[src/rtl/vector_cache_pkg.sv]
// Shared vector-cache types for the sram_group write path, plus the helper that
// converts a write-request command into the per-SRAM instruction payload.
package vector_cache_pkg;

    localparam int WR_INIT_LANES = 8;

    typedef struct packed {
        logic [1:0] mode;
        logic [5:0] id;
    } txnid_t;

    typedef struct packed {
        logic [7:0] index;
        logic [1:0] way;
        logic [2:0] dest_ram_id;
        txnid_t     txnid;
        logic [1:0] opcode;
    } ram_req_cmd_t;

    typedef struct packed {
        ram_req_cmd_t req_cmd_pld;
        logic [3:0]   req_num;
    } write_ram_cmd_t;

    typedef struct packed {
        logic [9:0] addr;
        logic [1:0] mode;
        logic [3:0] byte_sel;
        logic [2:0] dest_ram_id;
        txnid_t     txnid;
        logic [1:0] opcode;
    } sram_inst_cmd_t;

    typedef struct packed {
        sram_inst_cmd_t cmd_pld;
        logic [31:0]    data;
    } data_pld_t;

    typedef struct packed {
        write_ram_cmd_t cmd;
        logic [31:0]    data;
    } wr_fifo_entry_t;

    function automatic sram_inst_cmd_t wr_cmd_to_inst(input write_ram_cmd_t c);
        sram_inst_cmd_t s;
        s.addr        = {c.req_cmd_pld.index, c.req_cmd_pld.way};
        s.mode        = c.req_cmd_pld.txnid.mode;
        s.byte_sel    = c.req_num;
        s.dest_ram_id = c.req_cmd_pld.dest_ram_id;
        s.txnid       = c.req_cmd_pld.txnid;
        s.opcode      = c.req_cmd_pld.opcode;
        return s;
    endfunction

endpackage

[src/rtl/ram_write_initiator_lane_fifo.sv]
// wr_lane_fifo: single-lane synchronous FIFO with registered occupancy count.
// Full is derived from the registered count only, so a same-cycle pop never raises it.
module wr_lane_fifo #(
    parameter int  DEPTH = 4,
    parameter type T     = logic
) (
    input  logic                     clk,
    input  logic                     rst_n,
    input  logic                     push_i,
    input  T                         data_i,
    input  logic                     pop_i,
    output T                         data_o,
    output logic                     full_o,
    output logic [$clog2(DEPTH):0]   count_o
);

    localparam int PTR_W = $clog2(DEPTH);
    localparam int CNT_W = PTR_W + 1;

    T                 mem_q [DEPTH];
    logic [PTR_W-1:0] wr_ptr_q, rd_ptr_q;
    logic [CNT_W-1:0] count_q, count_d;
    logic             do_push, do_pop;

    assign full_o  = (count_q == CNT_W'(DEPTH));
    assign count_o = count_q;
    assign data_o  = mem_q[rd_ptr_q];
    assign do_push = push_i && !full_o;
    assign do_pop  = pop_i && (count_q != '0);

    always_comb begin
        count_d = count_q;
        if (do_push && !do_pop) begin
            count_d = count_q + CNT_W'(1);
        end else if (do_pop && !do_push) begin
            count_d = count_q - CNT_W'(1);
        end
    end

    always_ff @(posedge clk or negedge rst_n) begin
        if (!rst_n) begin
            wr_ptr_q <= '0;
            rd_ptr_q <= '0;
            count_q  <= '0;
        end else begin
            count_q <= count_d;
            if (do_push) wr_ptr_q <= wr_ptr_q + PTR_W'(1);
            if (do_pop)  rd_ptr_q <= rd_ptr_q + PTR_W'(1);
        end
    end

    // Storage carries no reset; occupancy is tracked entirely by the count and pointers.
    always_ff @(posedge clk) begin
        if (do_push) mem_q[wr_ptr_q] <= data_i;
    end

endmodule

[src/rtl/ram_write_initiator.sv]
// East-end write transmitter: per-lane FIFO, cmd beat then data beat one cycle later,
// and a delayed completion pulse. Optional perf counters under VC_WR_INIT_PERF_EN.
module ram_write_initiator
    import vector_cache_pkg::*;
#(
    parameter int LANES      = WR_INIT_LANES,
    parameter int FIFO_DEPTH = 4,
    parameter int DONE_LAT   = 2
) (
    input  logic                         clk,
    input  logic                         rst_n,
    input  logic           [LANES-1:0]   up_wr_vld,
    output logic           [LANES-1:0]   up_wr_rdy,
    input  write_ram_cmd_t [LANES-1:0]   up_wr_cmd,
    input  logic [LANES-1:0][31:0]       up_wr_data,
    input  logic           [LANES-1:0]   rd_slot_busy,
    output logic           [LANES-1:0]   wr_cmd_vld_out,
    output write_ram_cmd_t [LANES-1:0]   wr_cmd_pld_out,
    output logic           [LANES-1:0]   wr_data_vld_out,
    output data_pld_t      [LANES-1:0]   wr_data_out,
    output logic           [LANES-1:0]   wr_done_vld,
    output txnid_t         [LANES-1:0]   wr_done_txnid
`ifdef VC_WR_INIT_PERF_EN
    ,
    output logic [LANES-1:0][15:0]       perf_launch_cnt,
    output logic [LANES-1:0][15:0]       perf_stall_cnt
`endif
);

    localparam int CNT_W = $clog2(FIFO_DEPTH) + 1;

    logic           [LANES-1:0]              fifo_full;
    logic           [LANES-1:0][CNT_W-1:0]   fifo_count;
    logic           [LANES-1:0]              pop;
    wr_fifo_entry_t [LANES-1:0]              push_entry;
    wr_fifo_entry_t [LANES-1:0]              head_entry;

    logic           [LANES-1:0]              cmd_vld_q;
    write_ram_cmd_t [LANES-1:0]              cmd_pld_q;
    logic [LANES-1:0][31:0]                  cmd_data_q;
    logic           [LANES-1:0]              data_vld_q;
    data_pld_t      [LANES-1:0]              data_out_q;
    data_pld_t      [LANES-1:0]              data_out_d;
    logic [LANES-1:0][DONE_LAT-1:0]          done_vld_q;
    txnid_t [LANES-1:0][DONE_LAT-1:0]        done_txn_q;

    for (genvar g = 0; g < LANES; g++) begin : g_lane
        assign push_entry[g] = '{cmd: up_wr_cmd[g], data: up_wr_data[g]};
        assign up_wr_rdy[g]  = !fifo_full[g];
        assign pop[g]        = (fifo_count[g] != '0) && !rd_slot_busy[g];

        wr_lane_fifo #(
            .DEPTH (FIFO_DEPTH),
            .T     (wr_fifo_entry_t)
        ) u_fifo (
            .clk     (clk),
            .rst_n   (rst_n),
            .push_i  (up_wr_vld[g] && up_wr_rdy[g]),
            .data_i  (push_entry[g]),
            .pop_i   (pop[g]),
            .data_o  (head_entry[g]),
            .full_o  (fifo_full[g]),
            .count_o (fifo_count[g])
        );
    end

    always_comb begin
        data_out_d = data_out_q;
        for (int l = 0; l < LANES; l++) begin
            data_out_d[l] = '{cmd_pld: wr_cmd_to_inst(cmd_pld_q[l]), data: cmd_data_q[l]};
        end
    end

    // Payload registers only load alongside a valid beat so they hold their last value.
    always_ff @(posedge clk or negedge rst_n) begin
        if (!rst_n) begin
            cmd_vld_q  <= '0;
            cmd_pld_q  <= '0;
            cmd_data_q <= '0;
            data_vld_q <= '0;
            data_out_q <= '0;
            done_vld_q <= '0;
            done_txn_q <= '0;
        end else begin
            cmd_vld_q  <= pop;
            data_vld_q <= cmd_vld_q;
            for (int l = 0; l < LANES; l++) begin
                if (pop[l]) begin
                    cmd_pld_q[l]  <= head_entry[l].cmd;
                    cmd_data_q[l] <= head_entry[l].data;
                end
                if (cmd_vld_q[l]) data_out_q[l] <= data_out_d[l];
                done_vld_q[l][0] <= data_vld_q[l];
                if (data_vld_q[l]) done_txn_q[l][0] <= data_out_q[l].cmd_pld.txnid;
                for (int k = 1; k < DONE_LAT; k++) begin
                    done_vld_q[l][k] <= done_vld_q[l][k-1];
                    if (done_vld_q[l][k-1]) done_txn_q[l][k] <= done_txn_q[l][k-1];
                end
            end
        end
    end

    always_comb begin
        wr_done_vld   = '0;
        wr_done_txnid = '0;
        for (int l = 0; l < LANES; l++) begin
            wr_done_vld[l]   = done_vld_q[l][DONE_LAT-1];
            wr_done_txnid[l] = done_txn_q[l][DONE_LAT-1];
        end
    end

    assign wr_cmd_vld_out  = cmd_vld_q;
    assign wr_cmd_pld_out  = cmd_pld_q;
    assign wr_data_vld_out = data_vld_q;
    assign wr_data_out     = data_out_q;

`ifdef VC_WR_INIT_PERF_EN
    always_ff @(posedge clk or negedge rst_n) begin
        if (!rst_n) begin
            perf_launch_cnt <= '0;
            perf_stall_cnt  <= '0;
        end else begin
            for (int l = 0; l < LANES; l++) begin
                if (pop[l] && (perf_launch_cnt[l] != 16'hFFFF))
                    perf_launch_cnt[l] <= perf_launch_cnt[l] + 16'd1;
                if ((fifo_count[l] != '0) && rd_slot_busy[l] && (perf_stall_cnt[l] != 16'hFFFF))
                    perf_stall_cnt[l] <= perf_stall_cnt[l] + 16'd1;
            end
        end
    end
`endif

endmodule

[config.mk]
export PLATFORM = sky130hd
export DESIGN_NAME = ram_write_initiator
export DESIGN_NICKNAME = d
export VERILOG_FILES = /design/src/rtl/vector_cache_pkg.sv /design/src/rtl/ram_write_initiator_lane_fifo.sv /design/src/rtl/ram_write_initiator.sv
export SDC_FILE = /design/constraint.sdc
export NUM_CORES = 2
export LEC_CHECK = 0
export ABC_AREA = 0
export BUFFER_PORTS_ARGS = -buffer_cell sky130_fd_sc_hd__buf_2
export CAP_MARGIN = 40
export CORE_AREA = 2 2 496 498
export DETAILED_ROUTE_END_ITERATION = 12
export DIE_AREA = 0 0 498 500
export GPL_ROUTABILITY_DRIVEN = 0
export GPL_TIMING_DRIVEN = 0
export PLACE_DENSITY = 0.66
export SETUP_SLACK_MARGIN = 0.02
export SYNTH_ARGS = -nofsm -noshare
export SYNTH_HDL_FRONTEND = slang
export SYNTH_SLANG_ARGS = --single-unit
[constraint.sdc]
create_clock -name clk -period 2.55 [get_ports clk]
set_clock_uncertainty 0.05 [all_clocks]
set_input_delay 0.1275 -clock clk [delete_from_list [all_inputs] [get_ports clk]]
set_output_delay 0.1275 -clock clk [all_outputs]
set_load 0.005 [all_outputs]
; ---- After elaboration in Yosys (flattened, before gate mapping)
; Memory sizes are Yosys's and may differ from the RTL's. A register that Yosys moved wholly into a read port is not among the register bits.
; Index checks and enable logic that the tools add are counted.
; Widths: inputs -> output; s select.
[classes]
n_eq_ne = 8
n_mux = 32
n_reduce_logical = 104
addsub = 32
[ops]
columns = op, n
row1 = $logic_and 1x1->1, 48
row2 = $mux 3, 16
row3 = $logic_not 1->1, 40
row4 = $add 2x1->2 const B, 16
row5 = $add 3x1->3 const B, 8
row6 = $eq 3x3->1 const B, 8
row7 = $reduce_bool 3->1, 8
row8 = $sub 3x1->3 const B, 8
row9 = $mux 1, 16
row10 = $reduce_bool 2->1, 8
[word_totals]
output_inout_bits = 800
regBits = 688
mem_bits_rw = 1888
memories = 8
wordCells = 306
inputBits = 490
[memory_table]
columns = name, depth, width, read_ports, rd_ports_with_merged_regs, write_ports, line_no
row1 = g_lane[0].u_fifo.mem_q, 4, 59, 1, 1, 1, ram_write_initiator_lane_fifo.sv:20  ; T mem_q [DEPTH];
row2 = g_lane[1].u_fifo.mem_q, 4, 59, 1, 1, 1, ram_write_initiator_lane_fifo.sv:20
row3 = g_lane[2].u_fifo.mem_q, 4, 59, 1, 1, 1, ram_write_initiator_lane_fifo.sv:20
row4 = g_lane[3].u_fifo.mem_q, 4, 59, 1, 1, 1, ram_write_initiator_lane_fifo.sv:20
row5 = g_lane[4].u_fifo.mem_q, 4, 59, 1, 1, 1, ram_write_initiator_lane_fifo.sv:20
row6 = g_lane[5].u_fifo.mem_q, 4, 59, 1, 1, 1, ram_write_initiator_lane_fifo.sv:20
row7 = 2 more memories, --, --, --, --, --, --

; ---- Longest topological paths before layout
[logic_depth]
word_depth = 8
mapped_depth = 10
depth_no_buf = 9

; ---- Hierarchy
; A second synthesis with hierarchy kept.
[unflattened]
hier_cells = 6832
hier_area_um2 = 122582.6
[modules_own_cells]
columns = mod, area_each_um2, cells_each, n_inst, seq_area_each_um2
row1 = wr_lane_fifo, 9006.1, 344, 8, 7262.0
row2 = ram_write_initiator, 50533.5, 4080, 1, 27626.5

; ---- Least setup slack after synthesis
; OpenSTA, ideal clock, no wires.
[synth_path]
path_type = flip-flop to flip-flop
start = register g_lane[5].u_fifo.count_q[0]
end = memory g_lane[5].u_fifo.mem_q[2][0] (netlist name) (enable)
setup_ns = 0.423
arrival_time_ns = 2.285
path_slack_ns = -0.208
stages_incl_launch_ff = 4
period_less_slack_ns = 2.758
n_path_buf = 0
t_required_ns = 2.077
cell_sequence = dfrtp_1 -> nor2_1 -> a21boi_1 -> and2_1
[synth_between]
elab_chain_cells = 6
[synth_rtl]
columns = element, line_no
row1 = from (decl), ram_write_initiator_lane_fifo.sv:22  ; logic [CNT_W-1:0] count_q, count_d;
row2 = from (signal assigned), ram_write_initiator_lane_fifo.sv:46  ; count_q <= count_d;
row3 = $eq 3x3->1 (*), ram_write_initiator_lane_fifo.sv:25  ; assign full_o = (count_q == CNT_W'(DEPTH));
row4 = $logic_not 1->1 (*), "ram_write_initiator_lane_fifo.sv:28, ram_write_initiator.sv:49"
row5 = $logic_and 1x1->1, ram_write_initiator.sv:58  ; .push_i (up_wr_vld[g] && up_wr_rdy[g]),
row6 = $logic_and 1x1->1 (*), ram_write_initiator_lane_fifo.sv:28  ; assign do_push = push_i && !full_o;
row7 = named net g_lane[5].u_fifo.do_push, ram_write_initiator_lane_fifo.sv:23  ; logic do_push, do_pop;
row8 = $mux 1 (*), ram_write_initiator_lane_fifo.sv:54  ; if (do_push) mem_q[wr_ptr_q] <= data_i;
row9 = $mux 1 (implied by the code) (*), ram_write_initiator_lane_fifo.sv:54
row10 = to (decl), ram_write_initiator_lane_fifo.sv:20
; The timed path passes the listed nets; every way through them passes the cells marked *.

; ---- Worst setup path in the final report
[layout_path]
start = register g_lane[6].u_fifo.count_q[0]
end = register g_lane[6].u_fifo.count_q[1]
[layout_between]
elab_cells_between_ends = 16
cone_classes = add/sub: 2 / eq/ne: 1 / mux: 2 / reduce/logical: 11
[layout_lines]
columns = element, line_no
row1 = from (decl), ram_write_initiator_lane_fifo.sv:22
row2 = from (signal assigned), ram_write_initiator_lane_fifo.sv:46
row3 = $reduce_bool 3->1 (*), "ram_write_initiator_lane_fifo.sv:29, ram_write_initiator.sv:50"
row4 = $logic_and 1x1->1, ram_write_initiator.sv:50  ; assign pop[g] = (fifo_count[g] != '0) && !rd_slot_busy[g];
row5 = $logic_and 1x1->1 (*), ram_write_initiator_lane_fifo.sv:29  ; assign do_pop = pop_i && (count_q != '0);
row6 = named net g_lane[6].u_fifo.do_pop, ram_write_initiator_lane_fifo.sv:23
row7 = $logic_not 1->1 (*), ram_write_initiator_lane_fifo.sv:33  ; if (do_push && !do_pop) begin
row8 = $logic_and 1x1->1 (*), ram_write_initiator_lane_fifo.sv:33
row9 = $mux 3 (*), ram_write_initiator_lane_fifo.sv:33
row10 = named net g_lane[6].u_fifo.count_d[1], ram_write_initiator_lane_fifo.sv:22
; The timed path passes the listed nets; every way through them passes the cells marked *. The select of a mux whose other input is x is not followed.
; A chain may end at the register's enable or synchronous reset.

==> results.ini <==
[worst_setup_path]
crit_path_max_fanout=10
r2r_cells=8
worstPathRequired_ns=3.31
end_kind=flop
crit_path_start_kind=flop
critical_path.slowest_cell=dfrtp_1
crit_type=reg -> reg
r2r-end=g_lane[6].u_fifo.count_o[1]
reg2reg_from=g_lane[6].u_fifo.count_o[0]
cpPeakStageDelay_ns=0.46
path_common_cell=inv_1
reg2reg_setup_slack_ns=0.13
crit_chain=nor3_2 -> nor2_4 -> buf_2 -> inv_1 -> ha_1 -> inv_1 -> fa_1 -> mux2_2
crit_arrival_ns=3.18

[place]
place_hpwl_um=196700
port_buffers=1289
pre_cts_ws_ns=-0.6208
dpl_cell_area_mm2=0.1258

[job]
maxCapViolations=0

[sta]
max_freq_mhz=412.9
worst_pin_slew_ns=0.9492
finalSetupViolCount=0
timing.final.ws_setup_ns=0.1283
rsz0062_at_grt=yes
hold_viol_final=370
holdWs_ns=-0.8637
finalCritPeriodShare_pct=94.97
slew_violations=0
fin_crit_ns=2.422
slew-limit-headroom_pct=36.72

[clocking]
cts.sinks=3048
root_buffer=clkbuf_16
clkLatencyLatePin_ns=0.96
cts.path.max_buffers=4
cts-htree-levels=5
cts_buffers=326
clk_pin_slew_ns=0.06
cts_tree=done

[drt]
met2WireLength_um=141000
drc=0
ant_nets=0
vias_per_cell=5.239
dr.pass1.iters=5
wl_met3_um=23560
wirelength_um=289300
wire_per_inst_um=25.63
wl_met1_um=111500
drt_iter0_markers=4072
vias=59140
routed.top_layer=met5

[power]
combPwrFrac_pct=30.3
ir_worst_vdd_mv=0.7592
power_frac_seq_pct=43.7
internal_power_uw=125100
leakagePower_uw=0.05682
swShare_pct=29.20
power.switching_uw=51590
clkPwrFrac_pct=26.0
cellPowerDensity_mw_per_mm2=1211

[yosys]
synth.avg_cell_area_um2=22.19
yosys_warnings=0
synthCells=5144
synth_seq_cells=3048
yosysSeqAreaShare_pct=75.10
yosys.cell_types.count=25
ys.flop_type=edfxtp_1
async_flop_share_pct=38.06
synth_area_mm2=0.1141
synth_edf_count=1888
syn-num-nets=5682

[die]
ioPinCount=1290
start_util_pct=46.71
die-area_mm2=0.2490
die-height_um=500
core-area_mm2=0.2443
num_rows=182
die_w_um=498

[worst_hold_path]
hold_path_class=in -> async

[layout]
synthToLayoutAreaGrowth_pct=27.84
final_cell_mix=edfxtp_1 (1,888), buf_2 (1,335), dfrtp_1 (1,157), dlygate4sd3_1 (935), mux2_2 (678)
final_layout_size_suffix_gt1_share_pct=45.66
final_core_util_pct=59.72
fin_area_mm2=0.1459
final_common_cell=edfxtp_1
fin_nets=8284
nFillCells=17640

[outcome]
failed_checks=negative hold slack
status=complete, but fails checks

[grt]
grt_pass1_wl_um=422500
grt_pass1_vias=62610
grt_usage_pct=23.08
antenna_found_initial=117
grt_max_degree=156
grt_overflow_total=0

## critical path: cells and delay by family, from the launching register on
kind | cells | cell delay, ns
simple gates | 2 | 0.37
fa+ha+maj | 2 | 0.63
mux | 1 | 0.27
flops | 1 | 0.46
buf+inv | 3 | 0.52
## power groups by stage
stage | Sequential [µW] | Clock (µW) | Combinational [µW]
finish | 77200 | 45900 | 53600
global route | 78800 | 48800 | 57300
global placement | 77600 | 0 | 51000
detailed placement | 77900 | 0 | 53100
floorplan | 75500 | 0 | 32800
CTS | 77200 | 46800 | 54500
## synth_stat cells, types with 16 or more instances
cell type	count	share of area [%]
and2_1	32	0.18
buf_2	49	0.21
buf_4	104	0.68
buf_6	80	0.79
clkbuf_1	87	0.29
dfrtp_1	1160	25
edfxtp_1	1888	50
ha_1	40	0.44
inv_1	32	0.11
mux2_2	678	6.7
mux2_4	410	5.4
mux4_2	464	9.2
nor2_1	16	0.053
xnor2_1	16	0.12
xor2_1	32	0.25
## per-stage QoR
step | TNS, ns | instances | total power [µW]
2_1_floorplan | 0 | 5144 | 108300
3_3_place_gp | - | 9653 | 128600
3_5_place_dp | -176.17 | 9701 | 131000
4_1_cts | 0 | 11220 | 178500
5_1_grt | 0 | 11260 | 185000
6_report | 0 | 11290 | 176700
## how the worst max path moves through the flow
stage / start / endpoint / cells past startpoint
after CTS: g_lane[3].u_fifo.count_o[0] / g_lane[3].u_fifo.count_o[1] / 9
final: g_lane[6].u_fifo.count_o[0] / g_lane[6].u_fifo.count_o[1] / 8
after floorplan: g_lane[2].u_fifo.count_o[0] / g_lane[2].u_fifo.count_o[2] / 10
after detailed placement: rst_n / wr_data_out[130] / 4
after global placement: rst_n / cmd_data_q[77] / 1
after global routing: g_lane[4].u_fifo.count_o[1] / g_lane[4].u_fifo.count_o[2] / 10
## metal layers
metal | vias to the layer above | track usage, %
met4 | 72 | 9.473
li1 | 25420 | -
met5 | - | 0
met1 | 31140 | 28.70
met3 | 573 | 7.126
met2 | 1932 | 37.71
## final cells by class
class	count	area, µm²	area share [%]
Sequential cell	3048	85730	58.75
Multi-Input combinational cell	1744	26250	17.99
Timing Repair Buffer	2277	17030	11.67
Clock buffer	448	9161	6.278
Tap cell	3220	4029	2.761
Buffer	317	2236	1.532
Clock inverter	135	1205	0.8257
Antenna cell	67	167.7	0.1149
Inverter	32	120.1	0.08232
## cell families (layout without fill, tap and decap cells)
group | Yosys count | after routing | synth area share (%)
adder cells (fa/ha/maj) | 48 | 48 | 0.5788
other | 0 | 67 | 0
XOR/XNOR | 48 | 48 | 0.3683
buffers and inverters | 352 | 3209 | 2.079
multiplexers | 1560 | 1560 | 21.42
AND/OR/NAND/NOR | 80 | 80 | 0.3946
flip-flops | 3048 | 3048 | 75.10
AO/OA/AOI/OAI | 8 | 8 | 0.05590
## flip-flops by register name (all words and copies together) (netlist names), 16 cells and up
| register | flops |
|---|---|
| cmd_data_q | 256 |
| g_lane.u_fifo.wr_ptr_q | 16 |
| wr_data_out | 472 |
| wr_done_txnid | 64 |
| wr_cmd_pld_out | 216 |
| g_lane.u_fifo.rd_ptr_q | 16 |
| g_lane.u_fifo.mem_q | 1888 |
| g_lane.u_fifo.count_o | 24 |
| done_txn_q | 64 |
## repair_timing
action / CTS / global route
pin swaps: 0 / 3
hold endpoints to repair: 3338 / 240
hold buffers: 935 / 2
setup buffers: 0 / 2
cloned: 0 / 1
resized for setup: 8 / 21
endpoints found under the setup margin: 18 / 111
No activity file was read; power rests on OpenSTA's default activity.
